**src/rtl/disp_scan_if.sv**
```systemverilog
// Value-update port of the display scanner: staged BCD value, load strobe and commit acknowledge.
interface disp_scan_if #(
  parameter int unsigned NDIG = 4
);
  logic [4*NDIG-1:0] val_in;
  logic              load;
  logic              load_ack;

  modport master (output val_in, output load, input load_ack);
  modport slave  (input val_in, input load, output load_ack);
endinterface

```
**src/rtl/disp_scan.sv**
```systemverilog
// Time-multiplexed scan controller for a shared seven-segment decoder, with frame-aligned
// value commits, leading-zero blanking and per-digit blinking.
module disp_scan #(
  parameter int unsigned NDIG  = 4,
  parameter int unsigned DIV   = 50000,
  parameter int unsigned GUARD = 2,
  parameter int unsigned BLINK = 32
) (
  input  logic            CLK,
  input  logic            RST_N,
  disp_scan_if.slave      bus,
  input  logic            blank_lz,
  input  logic [NDIG-1:0] blink_mask,
  output logic [4:0]      num,
  output logic [NDIG-1:0] dig_sel,
  output logic            frame_start
);

  localparam int unsigned PW = (DIV > 1) ? $clog2(DIV) : 1;
  localparam int unsigned IW = (NDIG > 1) ? $clog2(NDIG) : 1;
  localparam int unsigned FW = (BLINK > 1) ? $clog2(BLINK) : 1;

  localparam logic [PW-1:0] PresMax  = PW'(DIV - 1);
  localparam logic [PW-1:0] GuardVal = PW'(GUARD);
  localparam logic [IW-1:0] IdxMax   = IW'(NDIG - 1);
  localparam logic [FW-1:0] FcntMax  = FW'(BLINK - 1);
  localparam logic [4:0]    NumBlank = 5'd31;

  logic [PW-1:0]     pres_q, pres_d;
  logic [IW-1:0]     idx_q, idx_d;
  logic [4*NDIG-1:0] shadow_q, shadow_d;
  logic [4*NDIG-1:0] staging_q, staging_d;
  logic              pending_q, pending_d;
  logic [FW-1:0]     fcnt_q, fcnt_d;
  logic              phase_q, phase_d;
  logic [4:0]        num_q, num_d;
  logic [NDIG-1:0]   dig_sel_q, dig_sel_d;
  logic              load_ack_q, load_ack_d;
  logic              frame_start_q, frame_start_d;

  logic       tick, boundary, commit;
  logic [3:0] digit;
  logic       blink_hit, upper_zero;

  always_comb begin
    tick     = (pres_q == PresMax);
    boundary = tick && (idx_q == IdxMax);
    commit   = boundary && pending_q;

    pres_d = tick ? '0 : pres_q + 1'b1;
    idx_d  = idx_q;
    if (tick) begin
      idx_d = (idx_q == IdxMax) ? '0 : idx_q + 1'b1;
    end

    // A load on the boundary edge is staged only; it keeps pending set for the next frame.
    staging_d = bus.load ? bus.val_in : staging_q;
    pending_d = bus.load | (pending_q & ~boundary);
    shadow_d  = commit ? staging_q : shadow_q;

    fcnt_d  = fcnt_q;
    phase_d = phase_q;
    if (boundary) begin
      if (fcnt_q == FcntMax) begin
        fcnt_d  = '0;
        phase_d = ~phase_q;
      end else begin
        fcnt_d = fcnt_q + 1'b1;
      end
    end

    digit      = '0;
    blink_hit  = 1'b0;
    upper_zero = 1'b1;
    for (int j = 0; j < int'(NDIG); j++) begin
      if (IW'(j) == idx_q) begin
        digit     = shadow_q[4*j +: 4];
        blink_hit = blink_mask[j];
      end
      if (j >= int'(idx_q) && shadow_q[4*j +: 4] != 4'd0) begin
        upper_zero = 1'b0;
      end
    end

    num_d = {1'b0, digit};
    if (blank_lz && idx_q != '0 && upper_zero) begin
      num_d = NumBlank;
    end
    if (phase_q && blink_hit) begin
      num_d = NumBlank;
    end

    // Registered outputs are computed from next-state so they line up with pres/idx.
    dig_sel_d = '1;
    if (pres_d >= GuardVal) begin
      for (int j = 0; j < int'(NDIG); j++) begin
        if (IW'(j) == idx_d) begin
          dig_sel_d[j] = 1'b0;
        end
      end
    end
    frame_start_d = (pres_d == '0) && (idx_d == '0);
    load_ack_d    = commit;
  end

  always_ff @(posedge CLK) begin
    if (!RST_N) begin
      pres_q        <= '0;
      idx_q         <= '0;
      shadow_q      <= '0;
      staging_q     <= '0;
      pending_q     <= 1'b0;
      fcnt_q        <= '0;
      phase_q       <= 1'b0;
      num_q         <= NumBlank;
      dig_sel_q     <= '1;
      load_ack_q    <= 1'b0;
      frame_start_q <= 1'b0;
    end else begin
      pres_q        <= pres_d;
      idx_q         <= idx_d;
      shadow_q      <= shadow_d;
      staging_q     <= staging_d;
      pending_q     <= pending_d;
      fcnt_q        <= fcnt_d;
      phase_q       <= phase_d;
      num_q         <= num_d;
      dig_sel_q     <= dig_sel_d;
      load_ack_q    <= load_ack_d;
      frame_start_q <= frame_start_d;
    end
  end

  assign num          = num_q;
  assign dig_sel      = dig_sel_q;
  assign frame_start  = frame_start_q;
  assign bus.load_ack = load_ack_q;

endmodule

```
**src/flat_wrapper.sv**
```systemverilog
// flat-port wrapper written by rule: the top's interface ports become plain ports
module disp_scan_flat 
#(
  parameter int unsigned NDIG  = 4,
  parameter int unsigned DIV   = 50000,
  parameter int unsigned GUARD = 2,
  parameter int unsigned BLINK = 32
)
  (CLK, RST_N, blank_lz, blink_mask, num, dig_sel, frame_start, bus_val_in, bus_load, bus_load_ack);
  disp_scan_if #(.NDIG(NDIG)) bus_i ();
  input  logic CLK;
  input  logic RST_N;
  input  logic blank_lz;
  input  logic [NDIG-1:0] blink_mask;
  output logic [4:0] num;
  output logic [NDIG-1:0] dig_sel;
  output logic frame_start;
  input wire logic [$bits(bus_i.val_in)-1:0] bus_val_in;
  input wire logic [$bits(bus_i.load)-1:0] bus_load;
  output wire logic [$bits(bus_i.load_ack)-1:0] bus_load_ack;
  assign bus_i.val_in = bus_val_in;
  assign bus_i.load = bus_load;
  assign bus_load_ack = bus_i.load_ack;
  disp_scan #(.NDIG(NDIG), .DIV(DIV), .GUARD(GUARD), .BLINK(BLINK)) u_core (.CLK(CLK), .RST_N(RST_N), .bus(bus_i), .blank_lz(blank_lz), .blink_mask(blink_mask), .num(num), .dig_sel(dig_sel), .frame_start(frame_start));
endmodule
```
**config.mk**
```make
export PLATFORM = sky130hd
export DESIGN_NAME = disp_scan_flat
export DESIGN_NICKNAME = d
export VERILOG_FILES = /design/src/rtl/disp_scan_if.sv /design/src/rtl/disp_scan.sv /design/src/flat_wrapper.sv
export SDC_FILE = /design/constraint.sdc
export NUM_CORES = 1
export LEC_CHECK = 0
export ABC_CLOCK_PERIOD_IN_PS = 2100
export BUFFER_PORTS_ARGS = -buffer_cell sky130_fd_sc_hd__buf_2
export CAP_MARGIN = 20
export CORE_AREA = 2 2 78 80
export DETAILED_ROUTE_END_ITERATION = 16
export DIE_AREA = 0 0 80 82
export GPL_TIMING_DRIVEN = 0
export PLACE_DENSITY = 0.77
export SLEW_MARGIN = 20
export SYNTH_ARGS = -nofsm -noshare
export SYNTH_HDL_FRONTEND = slang
export SYNTH_SLANG_ARGS = --single-unit
```
**constraint.sdc**
```tcl
create_clock -name CLK -period 2.1 [get_ports CLK]
set_input_delay 0.105 -clock CLK [delete_from_list [all_inputs] [get_ports CLK]]
set_output_delay 0.105 -clock CLK [all_outputs]
set_load 0.03 [all_outputs]
```
==> reports/results.tsv <==
stage	metric	value	unit
synthesis	top cells by count, synth	dfxtp_1, nand2_1, nor2_1	
floorplanning	Rows	28	
placement	placed cell area	3470	sq um
clocking	clk buf depth	2	
timing	Layout Skew	0.00960	ns
clocking	clock root buffer	clkbuf_8	
floorplanning	initial core utilization	56.0	%
timing	Rel. slew slack	50.1	%
synthesis	Yosys top cell area share	42.3	%
critical_path	critical path class	register to register	
flow_run	Max Cap Viol	0	
placement	routability congestion estimate	0.865	
timing	min Tclk post-route	1.96	ns
synthesis	synth warn	0	
detailed_routing	DRC	0	
synthesis	Post-synth ARST share	0	%
detailed_routing	Total Wirelength	6490	um
synthesis	synthesized area	3220	sq um
timing	fin crit share	93.5	%
clocking	clk_lat worst skew	0.35	ns
floorplanning	core area	5750	sq um
synthesis	Post-synth EDFFs	0	
global_route	first-pass GRT wire length	10700	um
pwr	Max VDD drop	0.452	mV
global_route	initial antenna violation count	0	
finish	final instance area	3760	sq um
synthesis	post-synthesis cell count	359	
status	status	completed	
floorplanning	die area	6560	sq um
synthesis	Seq/Total Area, Yosys	42.3	%
pwr	static leakage	1.51	nW
timing	f_max	509	MHz
clocking	clock sinks	68	
timing	Final Hold Fails	0	
detailed_routing	number of vias per cell	5.43	
detailed_routing	Top Metal Used	met4	
placement	placed wire-length estimate	4610	um
synthesis	register bit total from synthesis	68	
synthesis	count of cell types in the netlist	45	
timing	worst-margin pin slew	0.749	ns
global_route	largest net degree at the start of global routing	12	
global_route	total global routing track utilization	21.2	%
detailed_routing	via count of the routed design	2627	
pwr	Power Density	714	nW/um^2
placement	Port Buf Inserts	32	
timing	Finish-stage setup viols	0	
synthesis	biggest area consumer among synthesized cells	dfxtp_1	
critical_path	Worst Path Max Fanout	10	
floorplanning	Die X-Extent	80	um
detailed_routing	drt wl/cell	13.4	um
timing	Final Max Tran Viols	0	
critical_path	CP Launch Type	register	
detailed_routing	drt initial violations	163	
detailed_routing	metal2 WL	3140	um
min_path	min-delay worst type	input port to register	
synthesis	synth top area cells	dfxtp_1, nand2_1, mux2i_1	
critical_path	critical path required time	2.33	ns
finish	area growth from synthesis to layout	16.7	%
floorplanning	Die H	82	um
floorplanning	IO Count	35	
detailed_routing	1st-pass router iterations	4	
synthesis	Net Count, Synth	392	
global_route	number of global-route vias before repair	2367	
critical_path	Arr. time, crit path	2.20	ns
pwr	total power	0.00268	W
detailed_routing	wire length on met1	2970	um
finish	Nets	437	
synthesis	most common cell in the synthesized netlist	dfxtp_1	
synthesis	syn_area_per_cell	8.96	sq um
detailed_routing	met3 routed WL	191	um
critical_path	Worst Setup End Kind	register	
finish	ant diodes	0	
detailed_routing	Final ANT Viol Nets	0	
synthesis	Synth Flop Type	dfxtp_1	
clocking	Reg clk slew, reported paths	0.07	ns
clocking	CTS H-tree depth	3	
clocking	CTS tree	built	
finish	share of layout cells above drive strength 1	20.3	%
clocking	total CTS buffers	9	
global_route	GRT Residual Overflow	0	
clocking	CTS Hold Bufs	0	
## worst max-delay path, stage by stage (launching register included)
cell and delay (ns):
dfxtp_4 0.38, ha_4 0.17, and3_2 0.24, and4_4 0.23, buf_6 0.13, and2_1 0.21
nand2_2 0.13, buf_4 0.20, nand2_1 0.08, a21boi_0 0.07
## power breakdown
part           leakage (nW)  internal, W  switching [W]
combinational         0.836    0.0000725      0.0000862
clock                 0.113     0.000695       0.000485
sequential            0.557      0.00132      0.0000206
## kinds of logic (layout without fill, tap and decap cells)
group / after synthesis / count (layout) / share of synthesized area, %
fa+ha+maj: 9 / 9 / 3.50
simple gates: 161 / 161 / 27.7
xor+xnor: 17 / 17 / 4.63
buf+inv: 30 / 80 / 4.98
mux: 17 / 17 / 5.29
flops: 68 / 68 / 42.3
compound gates: 57 / 57 / 11.6
## flip-flops by register name, indices dropped and copies added (netlist names)
register / count
u_core.frame_start: 1
u_core.bus.load_ack: 1
u_core.fcnt_q: 5
u_core.pending_q: 1
u_core.phase_q: 1
u_core.staging_q: 16
u_core.dig_sel: 4
u_core.pres_q: 16
u_core.idx_q: 2
u_core.shadow_q: 16
u_core.num: 5
## layout make-up
type	instances	area [sq um]
inverter	9	33.8
clock inverter	5	75.1
timing repair buffer	34	175
fill	479	1990
clock buffer	11	141
tap	75	93.8
multi-input combinational	261	1730
sequential	68	1370
buffer	21	134
## metrics by stage
stage	TNS (ns)	instances	hold WS (ns)	util [%]	setup WS (ns)
floorplan	0	359	0.274	-	0.143
global placement	-0.670	466	0.359	60.4	-0.122
detailed placement	-1.46	466	0.371	60.4	-0.161
CTS	0	484	0.00667	64.9	0.00284
global route	-0.00483	484	0.0321	65.4	-0.00483
finish	0	484	0.0129	65.4	0.136
## layer usage
layer  up-vias  track usage [%]
li1       1327                -
met1      1237             26.5
met2        47             33.6
met3        16             4.29
met4         0             13.7
met5         -                0
## path summary, 6_finish.rpt
kind / from / to / slack, ns / depth (start not counted)
hold / removal: bus_val_in[4] / u_core.staging_q[4] / 0.01 / 3
setup / recovery: u_core.pres_q[0] / u_core.shadow_q[10] / 0.14 / 9
setup reg to reg: u_core.pres_q[0] / u_core.shadow_q[10] / 0.14 / 9
hold reg to reg: u_core.staging_q[8] / u_core.shadow_q[8] / 0.45 / 2
## placed cells by master, fill, tap and decap left out, types with 3 or more instances in the layout
cell	n
dfxtp_1	62
nand2_1	55
buf_2	33
nor2_1	27
nor2b_1	22
a21boi_0	17
mux2i_1	17
a21oi_1	15
clkbuf_1	11
nand3_1	11
xnor2_1	10
clkbuf_8	10
inv_1	9
ha_1	8
xor2_1	7
and2_1	6
nor4_1	6
buf_6	5
buf_4	5
a21boi_1	5
o211ai_1	5
dfxtp_2	5
nand4_1	4
o21ai_0	4
and3_1	3
nor4_2	3
or4_1	3
nor3_1	3
o22ai_1	3
nand3b_1	3
clkinv_2	3
## timing repair
action / CTS / global route
setup buffers: 2 / 0
pin swaps: 1 / 6
resized for setup: 6 / 12
endpoints found under the setup margin: 17 / 20
No activity file was read; power rests on OpenSTA's default activity.
